==> src/rtl/sap1_controller_sequencer.sv <==
// SAP-1 controller-sequencer: six-state one-hot ring counter plus opcode decode
// producing the control word for fetch (T1-T3) and execute (T4-T6).
module sap1_controller_sequencer (
  input  logic       CLK,
  input  logic       CLR,
  input  logic       RUN,
  input  logic [3:0] OPCODE,
  output logic [5:0] T,
  output logic       HLT,
  output logic       Cp,
  output logic       Ep,
  output logic       Lm,
  output logic       CE,
  output logic       Li,
  output logic       Ei,
  output logic       La,
  output logic       Ea,
  output logic       Su,
  output logic       Eu,
  output logic       Lb,
  output logic       Lo
);

  typedef enum logic [5:0] {
    T1 = 6'b000001,
    T2 = 6'b000010,
    T3 = 6'b000100,
    T4 = 6'b001000,
    T5 = 6'b010000,
    T6 = 6'b100000
  } ring_t;

  localparam logic [3:0] OP_LDA = 4'b0000;
  localparam logic [3:0] OP_ADD = 4'b0001;
  localparam logic [3:0] OP_SUB = 4'b0010;
  localparam logic [3:0] OP_OUT = 4'b1110;
  localparam logic [3:0] OP_HLT = 4'b1111;

  // Control word bit order: {Cp, Ep, Lm, CE, Li, Ei, La, Ea, Su, Eu, Lb, Lo}
  localparam logic [11:0] C_CP = 12'h800;
  localparam logic [11:0] C_EP = 12'h400;
  localparam logic [11:0] C_LM = 12'h200;
  localparam logic [11:0] C_CE = 12'h100;
  localparam logic [11:0] C_LI = 12'h080;
  localparam logic [11:0] C_EI = 12'h040;
  localparam logic [11:0] C_LA = 12'h020;
  localparam logic [11:0] C_EA = 12'h010;
  localparam logic [11:0] C_SU = 12'h008;
  localparam logic [11:0] C_EU = 12'h004;
  localparam logic [11:0] C_LB = 12'h002;
  localparam logic [11:0] C_LO = 12'h001;

  ring_t       ring;
  logic        halted;
  logic        ring_legal;
  logic [11:0] ctl;

  assign ring_legal = (ring != 6'b0) && ((ring & (ring - 6'd1)) == 6'b0);

  // Priority: CLR, then halt hold, then programming mode, then normal advance.
  // Halt entry freezes the ring on T4 so the halted state is visible on T.
  always_ff @(posedge CLK) begin
    if (CLR) begin
      ring   <= T1;
      halted <= 1'b0;
    end else if (halted) begin
      ring   <= ring;
    end else if (!RUN || !ring_legal) begin
      ring   <= T1;
    end else if (ring == T4 && OPCODE == OP_HLT) begin
      halted <= 1'b1;
    end else begin
      ring   <= ring_t'({ring[4:0], ring[5]});
    end
  end

  always_comb begin
    ctl = 12'h000;
    if (RUN && !halted) begin
      case (ring)
        T1: ctl = C_EP | C_LM;
        T2: ctl = C_CP;
        T3: ctl = C_CE | C_LI;
        T4: begin
          case (OPCODE)
            OP_LDA, OP_ADD, OP_SUB: ctl = C_EI | C_LM;
            OP_OUT:                 ctl = C_EA | C_LO;
            default:                ctl = 12'h000;
          endcase
        end
        T5: begin
          case (OPCODE)
            OP_LDA:         ctl = C_CE | C_LA;
            OP_ADD, OP_SUB: ctl = C_CE | C_LB;
            default:        ctl = 12'h000;
          endcase
        end
        T6: begin
          case (OPCODE)
            OP_ADD:  ctl = C_EU | C_LA;
            OP_SUB:  ctl = C_SU | C_EU | C_LA;
            default: ctl = 12'h000;
          endcase
        end
        default: ctl = 12'h000;
      endcase
    end
  end

  assign T   = ring;
  assign HLT = halted;
  assign {Cp, Ep, Lm, CE, Li, Ei, La, Ea, Su, Eu, Lb, Lo} = ctl;

endmodule
==> config.mk <==
export PLATFORM = sky130hd
export DESIGN_NAME = sap1_controller_sequencer
export DESIGN_NICKNAME = d
export VERILOG_FILES = /design/src/rtl/sap1_controller_sequencer.sv
export SDC_FILE = /design/constraint.sdc
export NUM_CORES = 1
export LEC_CHECK = 0
export ABC_AREA = 1
export CORE_MARGIN = 2
export CORE_UTILIZATION = 45
export CTS_CLUSTER_SIZE = 14
export DETAILED_ROUTE_END_ITERATION = 12
export GPL_TIMING_DRIVEN = 0
export PLACE_DENSITY = 0.83
export SLEW_MARGIN = 20
export SYNTH_ARGS = -nofsm -noshare
export SYNTH_HDL_FRONTEND = slang
export SYNTH_SLANG_ARGS = --single-unit
==> constraint.sdc <==
create_clock -name CLK -period 3.4 [get_ports CLK]
set_clock_uncertainty 0.2 [all_clocks]
set_input_delay 0.34 -clock CLK [delete_from_list [all_inputs] [get_ports CLK]]
set_output_delay 0.34 -clock CLK [all_outputs]
set_load 0.01 [all_outputs]
==> results.ini, run 1 <==
[power]
p_total_mw=0.2245
p_per_area_mw_per_mm2=239.5
ir_worst_vdd_uv=207.5
power.leakage_nw=0.4439

[die]
core_area_mm2=0.001318
num_io_pins=26
num_rows=13
die_w_um=41.77
die_y_um=41.77
die_area_mm2=0.001744
start_util_pct=48.72

[routing]
drt-initial-drc-count=23
drt-total-wl_mm=1.644
antenna_left=0
drcViolationCount=0
post_drt_wl_per_cell_um=10.82
dr.pass1.iters=4
viasPerCell=5.270
dr_total_vias=801

[worst_setup_path]
cp.required_ps=2860
crit_type=in2out
worstPathMaxFanout=5
start_kind=input port
r2r_start=T[0]
critical_path_arrival_ps=2140
cp-end-kind=output port
crit_path_start=RUN

[cells_and_area]
syn2layout_area_growth_pct=46.00
nNetsFinal=145
layout_commonest_cell=clkdlybuf4s50_1
instances_no_fill=152
antenna_cells=0
final_area_um2=937.1
drive_above_1_share_pct=13.14
final_cell_mix=clkdlybuf4s50_1, nand2_1, inv_1

[clock_tree]
cts_tree=done
cts_sinks=7
cts-root-buf=clkbuf_4
clockBufferDepth=2
ctsResizeCount=0
holdBufCountCts=0
htreeDepth=1
path_clk_slew_ps=50
insertion_delay_ps=260
cts_made_buffers=3
cts_setup_buffers=0

[worst_hold_path]
hold_path_class=reg2reg
min-delay-start=T[4]

[global_routing]
grt_max_degree=11
track_usage_pct=19.16
grt_pass1_wl_mm=2.656
grt_pass1_vias=689
grt-ovfl-total=0
antenna_found_initial=0

[sta]
fin_crit_ps=2680
final-hold-violation-count=0
setup_viol=0
drv_slew=0
clock.fmax_mhz=373.1
slew_headroom_pct=78.68
worstMarginPinSlew_ps=317.3
setup_tns_ps=0
fin_ws_ps=720.0
rsz0062_at_grt=no
post-route-period-util_pct=78.82

[synthesis]
seq_area_frac_synth_pct=21.83
synth_cell_types=19
netlist_area_um2=641.9
postSynthCellCount=108
syn_area_per_cell_um2=5.943
yosysTopAreaCell=dfxtp_1
synth_flop_cell=dfxtp_1
synthArstFlopShare_pct=0
synth_area_leaders=dfxtp_1, nand2_1, inv_1
synth_nets=115
synth.top_cell.area_share_pct=21.83
synth_edf_count=0
synth-seq-cells=7
yosys_warnings=0

[placed_design]
port_buffers=25
dp.final_hpwl_mm=1.285
dp.cells=148
place_ws_ps=747.7
gp_congestion=0.8033
dpl-instance-area_um2=910.9

[run]
cap_violations=0

[status]
status=finished clean

-- flip-flops by register name (all words and copies together), names as in the netlist --
register  cells
HLT           1
T             6
-- synthesized netlist by cell type (2+ instances only) --
master   number
o21ai_0       3
nand3_1      12
nor2_4        3
nand3_2       3
nand2_1      21
a21oi_1       6
inv_1        17
nand2_2       4
nor3_1        7
nor4_1        2
nor2_1       14
dfxtp_1       7
nand4_1       3
-- power by group --
part	internal [mW]	total [mW]	switching (mW)
clock	0.0449	0.0775	0.0326
sequential	0.0845	0.0901	0.00553
combinational	0.0275	0.0569	0.0294
-- per-layer routing --
metal  vias up  part of all wire (%)  track usage [%]
li1        413                     -                -
met1       354                    45            23.04
met2        31                    48            30.31
met3         3                   5.9            3.478
met4         0                   1.7            13.55
met5         -                     0                0
-- path summary, 6_finish.rpt --
kind | slack, ps | to | cells after the start
max | 720 | Lo | 7
min | 350 | T[4] | 2
max reg2reg | 1660 | T[2] | 7
min reg2reg | 350 | T[4] | 2
-- logic make-up (layout without fill, tap and decap cells) --
family | Yosys count | count (layout) | synth area share (%)
buffers and inverters | 20 | 49 | 13.64
flip-flops | 7 | 7 | 21.83
AO/OA/AOI/OAI | 11 | 11 | 9.552
AND/OR/NAND/NOR | 70 | 70 | 54.97
-- final cells by class --
class,count,area (µm²)
timing repair buffer,25,250.2
inverter,17,63.81
tap,15,18.77
buffer,3,23.77
fill,109,380.4
sequential,7,140.1
multi-input combinational,81,414.1
clock buffer,4,26.28
-- through the flow --
stage / hold slack [ps] / util (%)
2_1_floorplan: 209.1 / -
3_3_place_gp: 336.9 / 69.14
5_1_grt: 405.9 / 71.13
6_report: 353.1 / 71.13
4_1_cts: 361.0 / 71.13
3_5_place_dp: 352.7 / 69.14
-- worst max-delay path, cell delays in order --
cell             delay (ps)
clkdlybuf4s50_1         500
nand2_1                 120
inv_1                   160
nand2_1                  90
nor3_1                  250
buf_4                   150
clkdlybuf4s50_1         520
No activity file was read; power rests on OpenSTA's default activity.
==> run 2, diff against run 1 <==
--- a/config.mk
+++ b/config.mk
@@ -6,12 +6,13 @@
 export NUM_CORES = 1
 export LEC_CHECK = 0
 export ABC_AREA = 1
+export CORE_ASPECT_RATIO = 0.8
 export CORE_MARGIN = 2
-export CORE_UTILIZATION = 45
+export CORE_UTILIZATION = 37
 export CTS_CLUSTER_SIZE = 14
 export DETAILED_ROUTE_END_ITERATION = 12
 export GPL_TIMING_DRIVEN = 0
-export PLACE_DENSITY = 0.83
+export PLACE_DENSITY = 0.73
 export SLEW_MARGIN = 20
 export SYNTH_ARGS = -nofsm -noshare
 export SYNTH_HDL_FRONTEND = slang
==> constraint.sdc (replaced) <==
create_clock -name CLK -period 2.4 [get_ports CLK]
set_clock_uncertainty 0.2 [all_clocks]
set_input_delay 0.24 -clock CLK [delete_from_list [all_inputs] [get_ports CLK]]
set_output_delay 0.24 -clock CLK [all_outputs]
set_load 0.01 [all_outputs]
==> run 2 against run 1 <==
Setup slack got worse by 640 ps. Non-clock buffer count rose by 1. Sequential cell count did not move. Critical path depth fell by 2. Worst hold slack got worse by 24 ps. Largest cell class unchanged.
==> results.ini, run 2 (synthesis results as in run 1) <==
[status]
status=finished clean  ; unchanged

[cells_and_area]
fillers=155  ; was 109
syn2layout_area_growth_pct=57.70  ; was 46.00%
final_cell_mix=nand2_1, clkdlybuf4s50_1, inv_1  ; was clkdlybuf4s50_1, nand2_1, inv_1
instances_no_fill=160  ; was 152
largest_reg_flops=6  ; unchanged
drive_above_1_share_pct=23.19  ; was 13.14%
layout_commonest_cell=nand2_1  ; was clkdlybuf4s50_1
nNetsFinal=146  ; was 145
antenna_cells=0  ; unchanged
final_util_pct=62.23  ; was 71.13%

[power]
p_per_area_mw_per_mm2=323.0  ; was 239.5 mW/mm²
p_int_mw=0.2234  ; was 0.1569 mW
switching_share_pct=31.67  ; was 30.09%
p_total_mw=0.3269  ; was 0.2245 mW
pwr-share-comb_pct=26.5  ; was 25.4%
ir_worst_vdd_uv=190.1  ; was 207.5 µV
seqPwrFrac_pct=39.2  ; was 40.1%
power.switching_mw=0.1035  ; was 0.06754 mW
pwr-share-clk_pct=34.3  ; was 34.5%
power.leakage_nw=0.5339  ; was 0.4439 nW

[clock_tree]
clockBufferDepth=2  ; unchanged
cts_tree=done  ; unchanged
insertion_delay_ps=260  ; about the same
path_clk_slew_ps=50  ; about the same
cts_sinks=7  ; unchanged
cts_made_buffers=3  ; unchanged
htreeDepth=1  ; unchanged
cts-root-buf=clkbuf_4  ; unchanged

[placed_design]
dp.cells=155  ; was 148
dp.final_hpwl_mm=1.373  ; was 1.285 mm
gp_congestion=0.8238  ; was 0.8033
port_buffers=25  ; unchanged

[global_routing]
track_usage_pct=17.79  ; was 19.16%
grt-ovfl-total=0  ; unchanged
grt_pass1_wl_mm=2.670  ; was 2.656 mm
grt_max_degree=11  ; unchanged
antenna_found_initial=0  ; unchanged
grt_pass1_vias=610  ; was 689

[routing]
dr_total_vias=802  ; was 801
antenna_left=0  ; unchanged
dr.pass1.iters=4  ; unchanged
drt-total-wl_mm=1.844  ; was 1.644 mm
drcViolationCount=0  ; unchanged
post_drt_wl_per_cell_um=11.53  ; was 10.82 µm
drt-initial-drc-count=29  ; was 23
viasPerCell=5.013  ; was 5.270

[sta]
drv_slew=0  ; unchanged
worstMarginPinSlew_ps=369.6  ; was 317.3 ps
setup_tns_ps=0  ; unchanged
slew_headroom_pct=75.10  ; was 78.68%
setup_viol=0  ; unchanged
clock.fmax_mhz=430.4
final-hold-violation-count=0  ; unchanged
post-route-period-util_pct=96.81
fin_crit_ps=2324

[worst_setup_path]
start_kind=flop  ; was input port
slowest_delay_ps=530  ; was 520 ps
slowest_stage=clkdlybuf4s50_1  ; unchanged
crit_type=reg2out  ; was in2out
cp-end-kind=output port  ; unchanged
cp_cell_sequence=nor2_4, nand4_1, nor3_2, buf_4, clkdlybuf4s50_1  ; was clkdlybuf4s50_1, nand2_1, inv_1, nand2_1, nor3_1, buf_4, clkdlybuf4s50_1
worstPathMaxFanout=7  ; was 5
critical_path_arrival_ps=1880  ; was 2140 ps
cp_num_buf_inv=2  ; was 4
path_delay_family=buffers and inverters  ; unchanged
cp.required_ps=1960  ; was 2860 ps

[die]
die_w_um=50.57  ; was 41.77 µm
num_io_pins=26  ; unchanged
die_y_um=41.26  ; was 41.77 µm
core_area_mm2=0.001627  ; was 0.001318 mm²
start_util_pct=39.46  ; was 48.72%
num_rows=13  ; unchanged
die_area_mm2=0.002086  ; was 0.001744 mm²

[run]
cap_violations=0  ; unchanged

[worst_hold_path]
hold_path_class=reg2reg  ; unchanged

==> run 2: what timing repair did <==
action	in CTS	in global routing
setup buffers	0	1
gates resized for setup	7	16
endpoints found under the setup margin	5	8
cloned	0	0
hold buffers	0	0
pin swaps	1	6
==> run 2: final timing paths <==
kind,to,from,depth (start not counted),slack [ps]
setup reg to reg,T[1],T[1],9,660
hold reg to reg,T[0],T[0],2,330
hold / removal,T[0],T[0],2,330
setup / recovery,Lo,T[1],5,80
==> run 2: area by class of cell <==
type,count,area [µm²],share of cell area [%]
Inverter,17,66.31,6.551
Sequential cell,7,146.4,14.46
Tap cell,22,27.53,2.719
Clock buffer,4,26.28,2.596
Multi-Input combinational cell,81,454.2,44.87
Buffer,3,23.77,2.349
Timing Repair Buffer,26,267.8,26.45
==> run 2: worst min-delay path: cells and delay by family (launching register included) <==
family,cells,cell delay [ps]
flip-flops,1,350
AND/OR/NAND/NOR,2,120
==> run 2: metal layers <==
metal | up-vias | share of wire [%] | global-route usage [%]
met5 | - | 0 | 0
met4 | 0 | 0.54 | 3.378
met3 | 2 | 6.8 | 7.299
met2 | 30 | 46 | 26.97
met1 | 354 | 47 | 23.88
li1 | 416 | - | -
==> run 2: power by group through the flow <==
stage                     Combinational (mW)  Clock (mW)  Sequential, mW
after floorplan                       0.0456           0           0.130
final                                 0.0865       0.112           0.128
after detailed placement              0.0821           0           0.130
after global placement                0.0799           0           0.129
after global routing                  0.0955       0.122           0.129
after CTS                             0.0827       0.114           0.127
==> run 2: per-stage QoR <==
stage | setup slack [ps] | hold WS, ps | instance area, µm²
6_report | 76.45 | 328.9 | 1012
3_3_place_gp | -127.4 | 344.8 | 919.6
3_5_place_dp | -91.99 | 355.6 | 919.6
5_1_grt | -4.476 | 354.7 | 1012
2_1_floorplan | 676.2 | 109.1 | 641.9
4_1_cts | 15.81 | 344.4 | 958.4
==> run 3, diff against run 2 <==
--- a/config.mk
+++ b/config.mk
@@ -17,3 +17,4 @@
 export SYNTH_ARGS = -nofsm -noshare
 export SYNTH_HDL_FRONTEND = slang
 export SYNTH_SLANG_ARGS = --single-unit
+export TNS_END_PERCENT = 5
==> run 3 against run 2 <==
Utilization is 1.9 points lower. Via count is 1.5% lower. Non-clock buffer count is 1 lower. Sequential share of layout area is 0.079 points higher. Global-route usage is 0.081 points higher. Worst hold slack better by 20 ps. Largest power group unchanged.
==> results.ini, run 3 (synthesis results as in run 1) <==
[routing]
post_drt_wl_per_cell_um=11.40  ; was 11.53 µm
dr_total_vias=790  ; was 802
antenna_left=0  ; unchanged
viasPerCell=4.969  ; was 5.013
dr.pass1.iters=4  ; unchanged
drcViolationCount=0  ; unchanged
drt-initial-drc-count=29  ; unchanged
drt-total-wl_mm=1.812  ; was 1.844 mm

[power]
power.leakage_nw=0.4605  ; was 0.5339 nW
switching_share_pct=31.18  ; was 31.67%
power.switching_mw=0.1010  ; was 0.1035 mW
pwr-share-clk_pct=34.3  ; about the same
pwr-share-comb_pct=26.3  ; was 26.5%
p_per_area_mw_per_mm2=330.3  ; was 323.0 mW/mm²
seqPwrFrac_pct=39.3  ; was 39.2%
p_total_mw=0.3240  ; was 0.3269 mW
ir_worst_vdd_uv=192.2  ; was 190.1 µV
p_int_mw=0.2229  ; was 0.2234 mW

[worst_setup_path]
path_depth=6  ; was 5
r2r_setup_slack_ps=650  ; was 660 ps
worstPathMaxFanout=7  ; unchanged
slowest_delay_ps=560  ; was 530 ps
r2r-end=T[1]  ; unchanged
r2r_start=T[0]  ; was T[1]
cp_num_buf_inv=2  ; unchanged
path_delay_family=buffers and inverters  ; unchanged
critPathCapture=CE  ; was Lo
start_kind=flop  ; unchanged
cp.required_ps=1960  ; about the same
critical_path_arrival_ps=1940  ; was 1880 ps
slowest_stage=clkdlybuf4s50_1  ; unchanged
crit_path_start=T[0]  ; was T[1]
reg2regPathDepth=7  ; was 9
crit_type=reg2out  ; unchanged
cp_cell_sequence=nor2_4, nand2_1, nor3_2, inv_1, o21ai_0, clkdlybuf4s50_1  ; was nor2_4, nand4_1, nor3_2, buf_4, clkdlybuf4s50_1
cp-end-kind=output port  ; unchanged

[placed_design]
dp.cells=155  ; unchanged
gp_congestion=0.8238  ; unchanged
port_buffers=25  ; unchanged
dp.final_hpwl_mm=1.373  ; unchanged

[global_routing]
grt_max_degree=11  ; unchanged
grt-ovfl-total=0  ; unchanged
grt_pass1_vias=614  ; was 610
antenna_found_initial=0  ; unchanged
track_usage_pct=17.87  ; was 17.79%
grt_pass1_wl_mm=2.684  ; was 2.670 mm

[sta]
final-hold-violation-count=0  ; unchanged
slew_headroom_pct=78.30  ; was 75.10%
worstMarginPinSlew_ps=322.1  ; was 369.6 ps
post-route-period-util_pct=99.33  ; was 96.81%
rsz0062_at_grt=yes
clock.fmax_mhz=419.5  ; was 430.4 MHz
drv_slew=0  ; unchanged
fin_crit_ps=2384  ; was 2324 ps
setup_tns_ps=0  ; unchanged
setup_viol=0  ; unchanged

[cells_and_area]
largest_reg_flops=6  ; unchanged
antenna_cells=0  ; unchanged
syn2layout_area_growth_pct=52.83  ; was 57.70%
nNetsFinal=145  ; was 146
instances_no_fill=159  ; was 160
multi_input_area_um2=442.9  ; was 454.2 µm²
layout_commonest_cell=clkdlybuf4s50_1  ; was nand2_1
drive_above_1_share_pct=18.98  ; was 23.19%
fillers=157  ; was 155
ff_latch_area_um2=142.6  ; was 146.4 µm²
final_util_pct=60.31  ; was 62.23%
final_cell_mix=clkdlybuf4s50_1, nand2_1, inv_1  ; was nand2_1, clkdlybuf4s50_1, inv_1

[clock_tree]
cts_tree=done  ; unchanged
cts_made_buffers=3  ; unchanged
clockBufferDepth=2  ; unchanged
insertion_delay_ps=260  ; about the same
cts-root-buf=clkbuf_4  ; unchanged
htreeDepth=1  ; unchanged
holdBufCountCts=0  ; unchanged
cts_sinks=7  ; unchanged
path_clk_slew_ps=50  ; about the same

[die]
core_area_mm2=0.001627  ; unchanged
die_y_um=41.26  ; unchanged
num_io_pins=26  ; unchanged
die_w_um=50.57  ; unchanged
start_util_pct=39.46  ; unchanged
num_rows=13  ; unchanged
die_area_mm2=0.002086  ; unchanged

[run]
cap_violations=0  ; unchanged

[worst_hold_path]
hold_path_class=in2reg  ; was reg2reg

[status]
status=finished clean  ; unchanged

[run 3: changes by cell type in the layout (fill, tap and decap cells not counted)]
| cell | delta |
|---|---|
| dlymetal6s2s_1 | -4 |
| dfxtp_1 | +3 |
| nor3_4 | -1 |
| nor3_2 | +1 |
| dlygate4sd2_1 | -1 |
| nor2_2 | -2 |
| buf_4 | -1 |
| nor2_1 | +2 |
| clkdlybuf4s50_1 | +5 |
| dfxtp_2 | -3 |
[run 3: how the worst min path moves through the flow]
stage	cells past startpoint	to	startpoint	slack (ps)
after floorplan	1	HLT	CLR	110
after global placement	2	T[4]	T[4]	340
after detailed placement	2	T[4]	T[4]	360
after CTS	2	HLT	CLR	340
after global routing	2	HLT	CLR	360
final	2	HLT	CLR	350
[run 3: cell type report]
| class | instances | share of cell area (%) |
|---|---|---|
| multi-input cells | 81 | 45.15 |
| inverters | 17 | 6.760 |
| well taps | 22 | 2.806 |
| repair buffers | 25 | 25.64 |
| clock buffers | 4 | 2.679 |
| plain buffers | 3 | 2.423 |
| flip-flops and latches | 7 | 14.54 |
[run 3: layer usage]
layer	GRT usage, %	vias to the layer above	routed length [µm]
li1	-	412	-
met1	23.88	357	892
met2	27.30	19	811
met3	7.299	2	95
met4	3.378	0	12
met5	0	-	0
[run 3: what timing repair did]
action,in CTS,in global routing
setup buffers,0,0
pin swaps,0,2
setup endpoints to repair,5,10
resized for setup,4,8
[run 3: power groups by stage]
stage | combinational [mW] | clock, mW | sequential [mW]
after floorplan | 0.0456 | 0 | 0.130
after global placement | 0.0799 | 0 | 0.129
after detailed placement | 0.0821 | 0 | 0.130
after CTS | 0.0825 | 0.114 | 0.127
after global routing | 0.0944 | 0.122 | 0.129
final | 0.0852 | 0.111 | 0.127
[run 3: stage by stage]
stage | worst slack, ps | instance area, µm² | hold slack [ps]
floorplan | 676.2 | 641.9 | 109.1
global placement | -127.4 | 919.6 | 344.8
detailed placement | -91.99 | 919.6 | 355.6
CTS | -0.6370 | 954.7 | 344.4
global route | -121.9 | 980.9 | 363.7
finish | 16.15 | 980.9 | 348.7
